### config.mk
export PLATFORM = sky130hd
export DESIGN_NAME = hit_judge
export DESIGN_NICKNAME = d
export VERILOG_FILES = /design/src/rtl/hit_judge.sv
export SDC_FILE = /design/constraint.sdc
export NUM_CORES = 1
export LEC_CHECK = 0
export BUFFER_PORTS_ARGS = -buffer_cell sky130_fd_sc_hd__buf_2
export CAP_MARGIN = 30
export CORE_UTILIZATION = 30
export DETAILED_ROUTE_END_ITERATION = 16
export PLACE_DENSITY_LB_ADDON = 0.3
export SLEW_MARGIN = 20
export SYNTH_ARGS = -nofsm -noshare
export SYNTH_HDL_FRONTEND = slang
export SYNTH_SLANG_ARGS = --single-unit
export TNS_END_PERCENT = 50
### constraint.sdc
create_clock -name clk_i -period 12.28 [get_ports clk_i]
set_input_delay 2.456 -clock clk_i [delete_from_list [all_inputs] [get_ports clk_i]]
set_output_delay 2.456 -clock clk_i [all_outputs]
set_load 0.02 [all_outputs]
### src/rtl/hit_judge.sv
// Scoring stage for the piano-tile game: judges key pulses against the chart note
// of the current beat and keeps BCD score, combo, lives and the game state.
module hit_judge #(
  parameter int LIVES_INIT  = 3,
  parameter int BONUS_COMBO = 10
) (
  input  logic       clk_i,
  input  logic       rst_i,
  input  logic       start_i,
  input  logic       stop_i,
  input  logic [6:0] beat_cnt_i,
  input  logic       note_valid_i,
  input  logic [1:0] note_lane_i,
  input  logic [3:0] key_pulse_i,
  output logic [2:0] state_o,
  output logic [11:0] score_o,
  output logic [6:0] combo_o,
  output logic [1:0] lives_o,
  output logic       hit_flash_o,
  output logic       miss_flash_o
);

  typedef enum logic [2:0] {
    IDLE  = 3'd0,
    PLAY  = 3'd1,
    PAUSE = 3'd2,
    OVER  = 3'd3,
    CLEAR = 3'd4
  } state_e;

  localparam logic [1:0] LIVES_I = LIVES_INIT[1:0];
  localparam logic [6:0] BONUS_C = BONUS_COMBO[6:0];
  localparam logic [6:0] BEAT_LAST = 7'd96;
  localparam logic [6:0] COMBO_MAX = 7'd127;

  state_e      state_q, state_d;
  logic [6:0]  beat_prev_q, beat_prev_d;
  logic        pending_q, pending_d;
  logic [11:0] score_q, score_d;
  logic [6:0]  combo_q, combo_d;
  logic [1:0]  lives_q, lives_d;
  logic        hit_flash_q, hit_flash_d;
  logic        miss_flash_q, miss_flash_d;

  logic       beat_edge;
  logic       wrap;
  logic       key_match;
  logic       judge_open;
  logic       hit;
  logic       wrong;
  logic       closure;
  logic [1:0] miss_cnt;
  logic [6:0] combo_base;

  // Three-digit BCD add of 1 or 2; anything beyond 999 pins at 999.
  function automatic logic [11:0] bcd_add(input logic [11:0] val, input logic [1:0] inc);
    logic [3:0] d0;
    logic [3:0] d1;
    logic [3:0] d2;
    d0 = val[3:0] + {2'b00, inc};
    d1 = val[7:4];
    d2 = val[11:8];
    if (d0 > 4'd9) begin
      d0 = d0 - 4'd10;
      d1 = d1 + 4'd1;
    end
    if (d1 > 4'd9) begin
      d1 = d1 - 4'd10;
      d2 = d2 + 4'd1;
    end
    if (d2 > 4'd9) begin
      return 12'h999;
    end
    return {d2, d1, d0};
  endfunction

  // On a beat edge presses are judged against the new note; otherwise against the open one.
  assign beat_edge  = (beat_cnt_i != beat_prev_q);
  assign wrap       = (beat_prev_q == BEAT_LAST) && (beat_cnt_i == 7'd0);
  assign key_match  = (key_pulse_i == (4'b0001 << note_lane_i));
  assign judge_open = beat_edge ? note_valid_i : pending_q;
  assign hit        = judge_open && key_match;
  assign wrong      = judge_open && (|key_pulse_i) && !key_match;
  assign closure    = beat_edge && pending_q;
  assign miss_cnt   = {1'b0, closure} + {1'b0, wrong};
  assign combo_base = closure ? 7'd0 : combo_q;

  always_comb begin
    state_d      = state_q;
    beat_prev_d  = beat_cnt_i;
    pending_d    = pending_q;
    score_d      = score_q;
    combo_d      = combo_q;
    lives_d      = lives_q;
    hit_flash_d  = 1'b0;
    miss_flash_d = 1'b0;

    if (start_i) begin
      state_d   = PLAY;
      score_d   = 12'h000;
      combo_d   = 7'd0;
      lives_d   = LIVES_I;
      pending_d = note_valid_i;
    end else begin
      case (state_q)
        PLAY: begin
          pending_d = judge_open && !(hit || wrong);
          if (miss_cnt != 2'd0) begin
            combo_d      = 7'd0;
            lives_d      = (lives_q > miss_cnt) ? (lives_q - miss_cnt) : 2'd0;
            miss_flash_d = 1'b1;
          end
          // A closure miss on the edge cycle resets the streak before a hit on the new note counts.
          if (hit) begin
            combo_d     = (combo_base == COMBO_MAX) ? COMBO_MAX : (combo_base + 7'd1);
            score_d     = bcd_add(score_q, (combo_base >= BONUS_C) ? 2'd2 : 2'd1);
            hit_flash_d = 1'b1;
          end
          if (lives_d == 2'd0) begin
            state_d = OVER;
          end else if (wrap) begin
            state_d = CLEAR;
          end else if (stop_i) begin
            state_d = PAUSE;
          end else begin
            state_d = PLAY;
          end
        end
        PAUSE: begin
          if (!stop_i) begin
            state_d = PLAY;
          end
        end
        IDLE, OVER, CLEAR: begin
          state_d = state_q;
        end
        default: begin
          state_d = IDLE;
        end
      endcase
    end
  end

  always_ff @(posedge clk_i) begin
    if (rst_i) begin
      state_q      <= IDLE;
      beat_prev_q  <= 7'd0;
      pending_q    <= 1'b0;
      score_q      <= 12'h000;
      combo_q      <= 7'd0;
      lives_q      <= LIVES_I;
      hit_flash_q  <= 1'b0;
      miss_flash_q <= 1'b0;
    end else begin
      state_q      <= state_d;
      beat_prev_q  <= beat_prev_d;
      pending_q    <= pending_d;
      score_q      <= score_d;
      combo_q      <= combo_d;
      lives_q      <= lives_d;
      hit_flash_q  <= hit_flash_d;
      miss_flash_q <= miss_flash_d;
    end
  end

  assign state_o      = state_q;
  assign score_o      = score_q;
  assign combo_o      = combo_q;
  assign lives_o      = lives_q;
  assign hit_flash_o  = hit_flash_q;
  assign miss_flash_o = miss_flash_q;

endmodule

# ---- Word-level counts from Yosys, hierarchy flattened
# Index checks and enable logic that the tools add are counted.
dict set report classes {
  bitwise 2
  n_addsub 8
  eq_ne 11
  n_mux 36
  n_reduce_logical 23
  magnitude_cmp 5
  shifts 1
}
# cell count
set ops {}
lappend ops {{$mux 4} 10}
lappend ops {{$mux 7} 4}
lappend ops {{$mux 12} 2}
lappend ops {{$eq 7x7->1 const B} 2}
lappend ops {{$gt 4x4->1 const B} 3}
lappend ops {{$mux 2} 6}
lappend ops {{$mux 1} 10}
lappend ops {{$mux 3} 3}
lappend ops {{$pmux 3 s3} 1}
lappend ops {{$add 4x1->4 const B} 2}
lappend ops {{$reduce_and 2->1} 4}
lappend ops {{$sub 4x4->4 const B} 2}
lappend ops {{$add 7x1->7 const B} 1}
lappend ops {{$ge 7x4->1 const B} 1}
lappend ops {{$logic_not 7->1} 1}
lappend ops {{$ne 7x7->1} 1}
lappend ops {{$eq 3x2->1 const B} 2}
lappend ops {{$logic_and 1x1->1} 6}
lappend ops {{$reduce_bool 2->1} 3}
lappend ops {{$reduce_or 3->1} 2}
lappend ops {{$add 4x2->4} 1}
lappend ops {{$eq 4x4->1} 1}
lappend ops {{$ne 2x2->1 const B} 2}
lappend ops {{$reduce_or 4->1} 1}
lappend ops {{13 further kinds} 15}
dict set report word_totals {
  output_inout_bits 26
  inputBits 18
  ff_bits 34
  wordCells 95
}

# ---- Longest topological paths before layout
# Gate-level depths: netlist of the first run.
dict set report depth {
  word_depth 22
  ltp_mapped 25
  mapped_depth_nobuf 23
}

# ---- Least setup slack after synthesis of the first run
# Ideal clock, no wire load.
dict set report synth_timing {
  path_kind {input port to flip-flop}
  startpoint {input beat_cnt_i[5]}
  endpoint {register score_q[4] (netlist: score_o[4])}
  t_arrival_ps 6470
  t_required_ps 12185
  path_stages 20
  n_path_buf 1
  setup_slack_ps 5714
  setup_time_ps 95
  path_cell_list {xor2_1 > nor4_1 > nand2_1 > nand2_1 > inv_1 > nor2b_1 > ha_1 > o31a_1 > nor4_1 > nor2_1 > inv_1 > ha_1 > fa_1 > xnor2_1 > and2_0 > clkbuf_2 > o41ai_4 > mux2i_2 > nor2_1 > a221oi_1}
}
dict set report synth_between {
  elab_chain_cells 22
  word_cells_on_any_way 27
  classes_between {add/sub (2); order compare (4); eq/ne (1); mux (17); reduce/logical (3)}
}
# element line_no
set synth_lines {}
lappend synth_lines {{start: declaration} 11} ;# input logic [6:0] beat_cnt_i,
lappend synth_lines {{$ne 7x7->1 (*)} 78} ;# assign beat_edge = (beat_cnt_i != beat_prev_q);
lappend synth_lines {{$logic_and 1x1->1} 84} ;# assign closure = beat_edge && pending_q;
lappend synth_lines {{$mux 7} 86} ;# assign combo_base = closure ? 7'd0 : combo_q;
lappend synth_lines {{$ge 7x4->1} 116} ;# score_d = bcd_add(score_q, (combo_base >= BONUS_C) ? 2'd2 : 2'd1);
lappend synth_lines {{$mux 2} 116}
lappend synth_lines {{$add 4x2->4} 60} ;# d0 = val[3:0] + {2'b00, inc};
lappend synth_lines {{$gt 4x4->1} 63} ;# if (d0 > 4'd9) begin
lappend synth_lines {{$mux 4} 63}
lappend synth_lines {{(+6 left out)} n/a}
lappend synth_lines {{$mux 4} 105} ;# case (state_q)
lappend synth_lines {{$mux 4} 98} ;# if (start_i) begin
lappend synth_lines {{$gt 4x4->1} 71} ;# if (d2 > 4'd9) begin
lappend synth_lines {{$mux 1} 71}
lappend synth_lines {{$mux 1} 114} ;# if (hit) begin
lappend synth_lines {{$mux 1} 105}
lappend synth_lines {{$mux 1} 98}
lappend synth_lines {{$mux 12} 74} ;# return {d2, d1, d0};
lappend synth_lines {{end signal: assignment} 158} ;# score_q <= score_d;
lappend synth_lines {{end: declaration} 39} ;# logic [11:0] score_q, score_d;
# Every way passes the cells marked *; elsewhere a longest branch is shown, timed or not. The select of a mux whose other input is x is not followed.
# A chain may end at the register's enable or synchronous reset.

# ---- Worst setup path in the final report of the first run
dict set report layout_timing {
  startpoint {input beat_cnt_i[5]}
  endpoint {register score_q[7] (netlist: score_o[7])}
}
# The elaborated chain is that of the path after synthesis.

==> impl_metrics.py, run 1 <==
metrics = {
    "layout": {
        "nNetsFinal": 362,
        "final_cell_mix": "buf_2, dfxtp_1, nand2_1, nor2_1, a21oi_1",
        "diodes": 0,
        "drive_gt1_share_pct": 18.1,
        "syn2layout_area_growth_pct": 16.3,
        "final_core_util_pct": 36.7,
        "final_common_cell": "buf_2",
    },
    "clock_tree": {
        "cts_made_buffers": 5,
        "cts_root_buffer": "clkbuf_8",
        "cts-resized-gates": 0,
        "cts.sinks": 34,
        "cts-hold-fix-buffers": 0,
        "clk_latency_ps": 300,
        "cts_tree": "built",
        "clkTransAtPathRegs_ps": 70,
        "h-tree-depth": 2,
        "cts_setup_buffers": 0,
        "clockBufferDepth": 2,
    },
    "global_routing": {
        "grt_pass1_wl_mm": 9.27,
        "antenna_found_initial": 0,
        "grt_usage_pct": 13.8,
        "grt_overflow": 0,
        "grt_pass1_vias": 1914,
        "grt_max_degree": 21,
    },
    "critical_path": {
        "critPathKind": "input port to flop",
        "critical_path.max_stage_delay_ps": 570,
        "end_kind": "flop",
        "worstSetupStartpointType": "input port",
        "path_cells": "buf_2 > xor2_1 > nor4_1 > nand2_1 > nand2_1 > inv_1 > nor2b_1 > ha_1 > o31a_1 > nor4_1 > nor2_1 > inv_1 > ha_1 > fa_1 > inv_1 > and2_0 > nor2_1 > nand2_1 > xor2_1 > ha_1 > inv_1 > o311ai_0 > a21oi_1 > o32ai_1",
        "crit_arrival_ps": 7280,
        "path_common_cell": "inv_1",
        "crit_slowest_cell": "nor2_1",
        "crit_fanout": 11,
        "crit_required_ps": 12440,
    },
    "sta": {
        "maxSlewHeadroom_pct": 53.7,
        "finalCritPeriodShare_pct": 58.0,
        "max_freq_mhz": 140,
        "hold_viol_final": 0,
        "grt_setup_unrepaired": "false",
        "worstMarginPinSlew_ps": 692,
        "layout_min_cycle_time_ps": 7120,
        "whs_ps": 508,
        "fin_tns_setup_ps": 0,
        "slew_violations": 0,
        "skew_ps": 6.56,
        "setup_viol": 0,
    },
    "synthesis": {
        "ys_ff_latch": 34,
        "netlist_area_um2": 2340,
        "yosys_most_used_dff": "dfxtp_1",
        "ys.warnings.count": 0,
        "synthArstFlopShare_pct": 0,
        "ys_types": 60,
        "syn_nets": 325,
        "syn_avg_cell_area_um2": 7.98,
        "ys_seq_area_share_pct": 29.1,
        "syn_inst": 293,
        "synth_enable_flop_cells": 0,
    },
    "routing": {
        "viasPerCell": 5.23,
        "drt-initial-drc-count": 113,
        "first_pass_iters": 4,
        "wirelength_mm": 5.54,
        "ant_nets": 0,
        "drc": 0,
        "wl_per_cell_um": 12.9,
        "num_vias": 2247,
    },
    "pwr": {
        "p_leak_nw": 1.12,
        "powerDensity_nw_per_um2": 84.0,
        "vdd.ir_drop.worst_v": 0.0000356,
    },
    "flow_run": {
        "drv_cap": 0,
    },
    "floorplanning": {
        "rows": 31,
        "core_area_um2": 7410,
        "die_y_um": 90.3,
        "initial_core_util_pct": 31.6,
        "io_pins": 44,
        "die_x_um": 90.3,
        "die_area_um2": 8150,
    },
    "outcome": {
        "outcome": "finished clean",
    },
    "placement": {
        "port_buffers": 43,
        "gp_congestion": 0.814,
        "hpwlAfterDp_mm": 4.04,
    },
    "hold_path": {
        "hold_path_class": "flop to flop",
    },
}
sequential cells by signal, summed over array words and instances (netlist names):
signal,flops
state_o,3
score_o,12
combo_o,7
lives_o,2
beat_prev_q,7
pending_q,1
hit_flash_o,1
miss_flash_o,1
cells in the mapped netlist (6+ instances only):
master | n | area share, %
nor2_1 | 25 | 4.0
nor3_1 | 12 | 2.6
ha_1 | 12 | 6.4
nand3_1 | 6 | 1.3
inv_1 | 18 | 2.9
and3_1 | 6 | 1.6
a21oi_1 | 19 | 4.1
xor2_1 | 9 | 3.4
o21ai_0 | 16 | 3.4
nand2_1 | 25 | 4.0
nor2b_1 | 9 | 2.4
clkbuf_1 | 10 | 1.6
dfxtp_1 | 34 | 29
area by class of cell:
cell class | instances | area, um^2
fill | 770 | 4690
multi-input combinational | 228 | 1540
sequential | 34 | 681
timing repair buffer | 43 | 215
tap | 99 | 124
clock buffer | 6 | 82.6
inverter | 18 | 67.6
clock inverter | 2 | 12.5
report_power, final:
group / total (mW) / switching, mW / internal (mW) / leakage [nW]
clock: 0.0899 / 0.0448 / 0.0451 / 0.0472
combinational: 0.0243 / 0.0148 / 0.00954 / 0.800
sequential: 0.114 / 0.00189 / 0.112 / 0.277
layer usage:
layer	up-vias	global-route usage [%]	wire [um]	share of wire, %
li1	1147	-	-	-
met1	1053	19.0	2890	52
met3	7	3.45	195	3.5
met5	-	0	0	0
met2	40	21.1	2380	43
met4	0	4.44	73	1.3
worst paths after layout:
| path | start | end | slack [ps] | depth (start not counted) |
|---|---|---|---|---|
| hold reg to reg | state_o[2] | state_o[1] | 510 | 1 |
| setup / recovery | beat_cnt_i[5] | score_o[7] | 5160 | 24 |
| hold / removal | state_o[2] | state_o[1] | 510 | 1 |
| setup reg to reg | beat_prev_q[5] | score_o[7] | 7100 | 23 |
kinds of logic after synthesis:
| logic type | synth area share, % |
|---|---|
| DFF | 29.1 |
| and+or+nand+nor | 27.9 |
| muxes | 1.44 |
| adders and majority gates | 8.13 |
| xor gates and xnor gates | 5.24 |
| AOI/OAI and AO/OA | 23.0 |
| buffers and inverters | 5.14 |
metrics by stage:
stage	instances	instance area, um^2	total power [mW]	worst slack, ps
4_1_cts	430	2720	0.232	5140
5_1_grt	430	2720	0.239	4630
6_report	430	2720	0.228	5160
3_3_place_gp	422	2630	0.141	4980
2_1_floorplan	293	2340	0.132	5710
3_5_place_dp	422	2630	0.141	4850
worst max-delay path, delay by kind of cell:
family,cells,cell delay [ps]
and+or+nand+nor,9,2340
adders and majority gates,4,1160
AOI/OAI and AO/OA,4,530
buffers and inverters,5,470
xor gates and xnor gates,2,310
Note: power is estimated with default switching activity, not from simulation.
==> run 2, diff against run 1 <==
clock period = 5.94 ns   (was 12.28 ns; I/O delays follow)
==> run 2 against run 1 <==
Compared with the run above:
- count of clock-buffer cells in the layout up 1
- flip-flop and latch count is the same
- hold slack improved by 12 ps
- register-to-register slack got worse by 5900 ps
- clock power increased by 100%
- first-iteration DRC count up 22%
- setup slack lost 4700 ps
- cell area increased by 0.69%
- via count shrank 0.22%
- wire length up 0.27%
- highest routed layer unchanged
==> impl_metrics.py, run 2 (synthesis results as in run 1) <==
metrics = {
    "outcome": {
        "outcome": "finished clean",
    },
    "layout": {
        "largest_reg_flops": 12,
        "final_common_cell": "buf_2",
        "fillerInstances": 773,
        "syn2layout_area_growth_pct": 17.1,
        "nNetsFinal": 365,
        "instances_no_fill": 433,
        "diodes": 0,
        "drive_gt1_share_pct": 18.6,
        "final_cell_mix": "buf_2, dfxtp_1, nand2_1, nor2_1, a21oi_1",
    },
    "clock_tree": {
        "cts_setup_buffers": 0,
        "cts_made_buffers": 5,
        "cts_tree": "built",
        "cts.sinks": 34,
        "h-tree-depth": 2,
        "clockBufferDepth": 2,
        "cts_root_buffer": "clkbuf_8",
        "cts-resized-gates": 0,
        "clkTransAtPathRegs_ps": 70,
        "clk_latency_ps": 300,
        "cts-hold-fix-buffers": 0,
    },
    "sta": {
        "worstMarginPinSlew_ps": 619,
        "grt_setup_unrepaired": "false",
        "layout_min_cycle_time_ps": 5450,
        "fin_tns_setup_ps": 0,
        "setup_viol": 0,
        "skew_ps": 6.16,
        "maxSlewHeadroom_pct": 58.8,
        "whs_ps": 520,
        "finalCritPeriodShare_pct": 91.8,
        "max_freq_mhz": 183,
        "hold_viol_final": 0,
        "slew_violations": 0,
    },
    "pwr": {
        "p_seq_share_pct": 50.2,
        "clock_power_share_pct": 38.9,
        "switching_share_pct": 26.3,
        "powerDensity_nw_per_um2": 172,
        "p_leak_nw": 1.14,
        "p_int_mw": 0.347,
        "p_switching_mw": 0.124,
        "combPwrFrac_pct": 10.8,
        "vdd.ir_drop.worst_v": 0.0000902,
    },
    "routing": {
        "ant_nets": 0,
        "viasPerCell": 5.18,
        "num_vias": 2242,
        "wl_per_cell_um": 12.8,
        "drc": 0,
        "wirelength_mm": 5.55,
        "drt-initial-drc-count": 138,
        "first_pass_iters": 4,
    },
    "global_routing": {
        "grt_usage_pct": 14.2,
        "grt_overflow": 0,
        "antenna_found_initial": 0,
        "grt_pass1_wl_mm": 9.61,
        "grt_pass1_vias": 2031,
        "grt_max_degree": 21,
    },
    "floorplanning": {
        "die_area_um2": 8150,
        "die_x_um": 90.3,
        "rows": 31,
        "die_y_um": 90.3,
        "core_area_um2": 7410,
        "initial_core_util_pct": 31.6,
        "io_pins": 44,
    },
    "placement": {
        "gp_congestion": 0.809,
        "port_buffers": 43,
        "place_inst": 425,
        "hpwlAfterDp_mm": 4.01,
    },
    "critical_path": {
        "crit_fanout": 9,
        "worstSetupStartpointType": "input port",
        "crit_required_ps": 6150,
        "path_common_cell": "inv_1",
        "crit_arrival_ps": 5660,
        "end_kind": "flop",
        "path_cells": "buf_2 > xor2_1 > nor4_1 > nand2_1 > nand2_1 > inv_1 > nor2b_1 > ha_1 > o31a_1 > nor4_1 > nor2_1 > inv_1 > ha_1 > fa_1 > inv_1 > and2_0 > o41ai_4 > mux2i_2 > nor2_1 > a311oi_1",
        "critical_path.max_stage_delay_ps": 600,
        "crit_slowest_cell": "o41ai_4",
        "critPathKind": "input port to flop",
    },
    "flow_run": {
        "drv_cap": 0,
    },
    "hold_path": {
        "hold_path_class": "flop to flop",
    },
}
==> run 2: critical path, delay by kind of cell <==
kind	cells	cell delay [ps]
AND/OR/NAND/NOR	8	1480
XOR/XNOR	1	140
buffers and inverters	4	380
multiplexers	1	500
adder cells (fa/ha/maj)	3	950
AO/OA/AOI/OAI	3	1010
==> run 2: power by group through the flow <==
stage / sequential, mW / clock (mW) / combinational [mW]
6_report: 0.236 / 0.183 / 0.0510
5_1_grt: 0.237 / 0.198 / 0.0575
4_1_cts: 0.236 / 0.187 / 0.0512
3_5_place_dp: 0.241 / 0 / 0.0509
3_3_place_gp: 0.241 / 0 / 0.0501
2_1_floorplan: 0.242 / 0 / 0.0307
==> run 2: per-layer routing <==
metal,wire length (um),vias to the layer above,share of wire [%],track usage [%]
met5,0,-,0,0
met2,2400,40,43,21.1
met3,185,5,3.3,3.62
met4,61,0,1.1,4.44
li1,-,1143,-,-
met1,2900,1054,52,20.0
==> run 2: metrics by stage <==
| step | worst slack [ps] | power (mW) | instance area, um^2 | utilization, % |
|---|---|---|---|---|
| 6_report | 487 | 0.470 | 2740 | 37.0 |
| 2_1_floorplan | 642 | 0.273 | 2340 | - |
| 3_5_place_dp | 176 | 0.292 | 2650 | 35.7 |
| 4_1_cts | 464 | 0.474 | 2740 | 37.0 |
| 5_1_grt | 72.9 | 0.492 | 2740 | 37.0 |
| 3_3_place_gp | 339 | 0.292 | 2650 | 35.7 |
==> run 2: cell type report <==
| cell class | instances | area [um^2] | area share (%) |
|---|---|---|---|
| Tap cell | 99 | 124 | 4.52 |
| Clock inverter | 1 | 5.00 | 0.183 |
| Multi-Input combinational cell | 228 | 1540 | 56.1 |
| Sequential cell | 34 | 681 | 24.9 |
| Inverter | 18 | 67.6 | 2.47 |
| Clock buffer | 7 | 86.3 | 3.15 |
| Timing Repair Buffer | 46 | 238 | 8.68 |
==> run 2: worst paths after layout <==
path	startpoint	to	slack, ps	depth (start not counted)
worst min-delay path	state_o[2]	state_o[1]	520	1
worst max register to register	beat_prev_q[5]	score_o[8]	1170	19
worst max-delay path	beat_cnt_i[5]	score_o[8]	490	20
worst min register to register	state_o[2]	state_o[1]	520	1
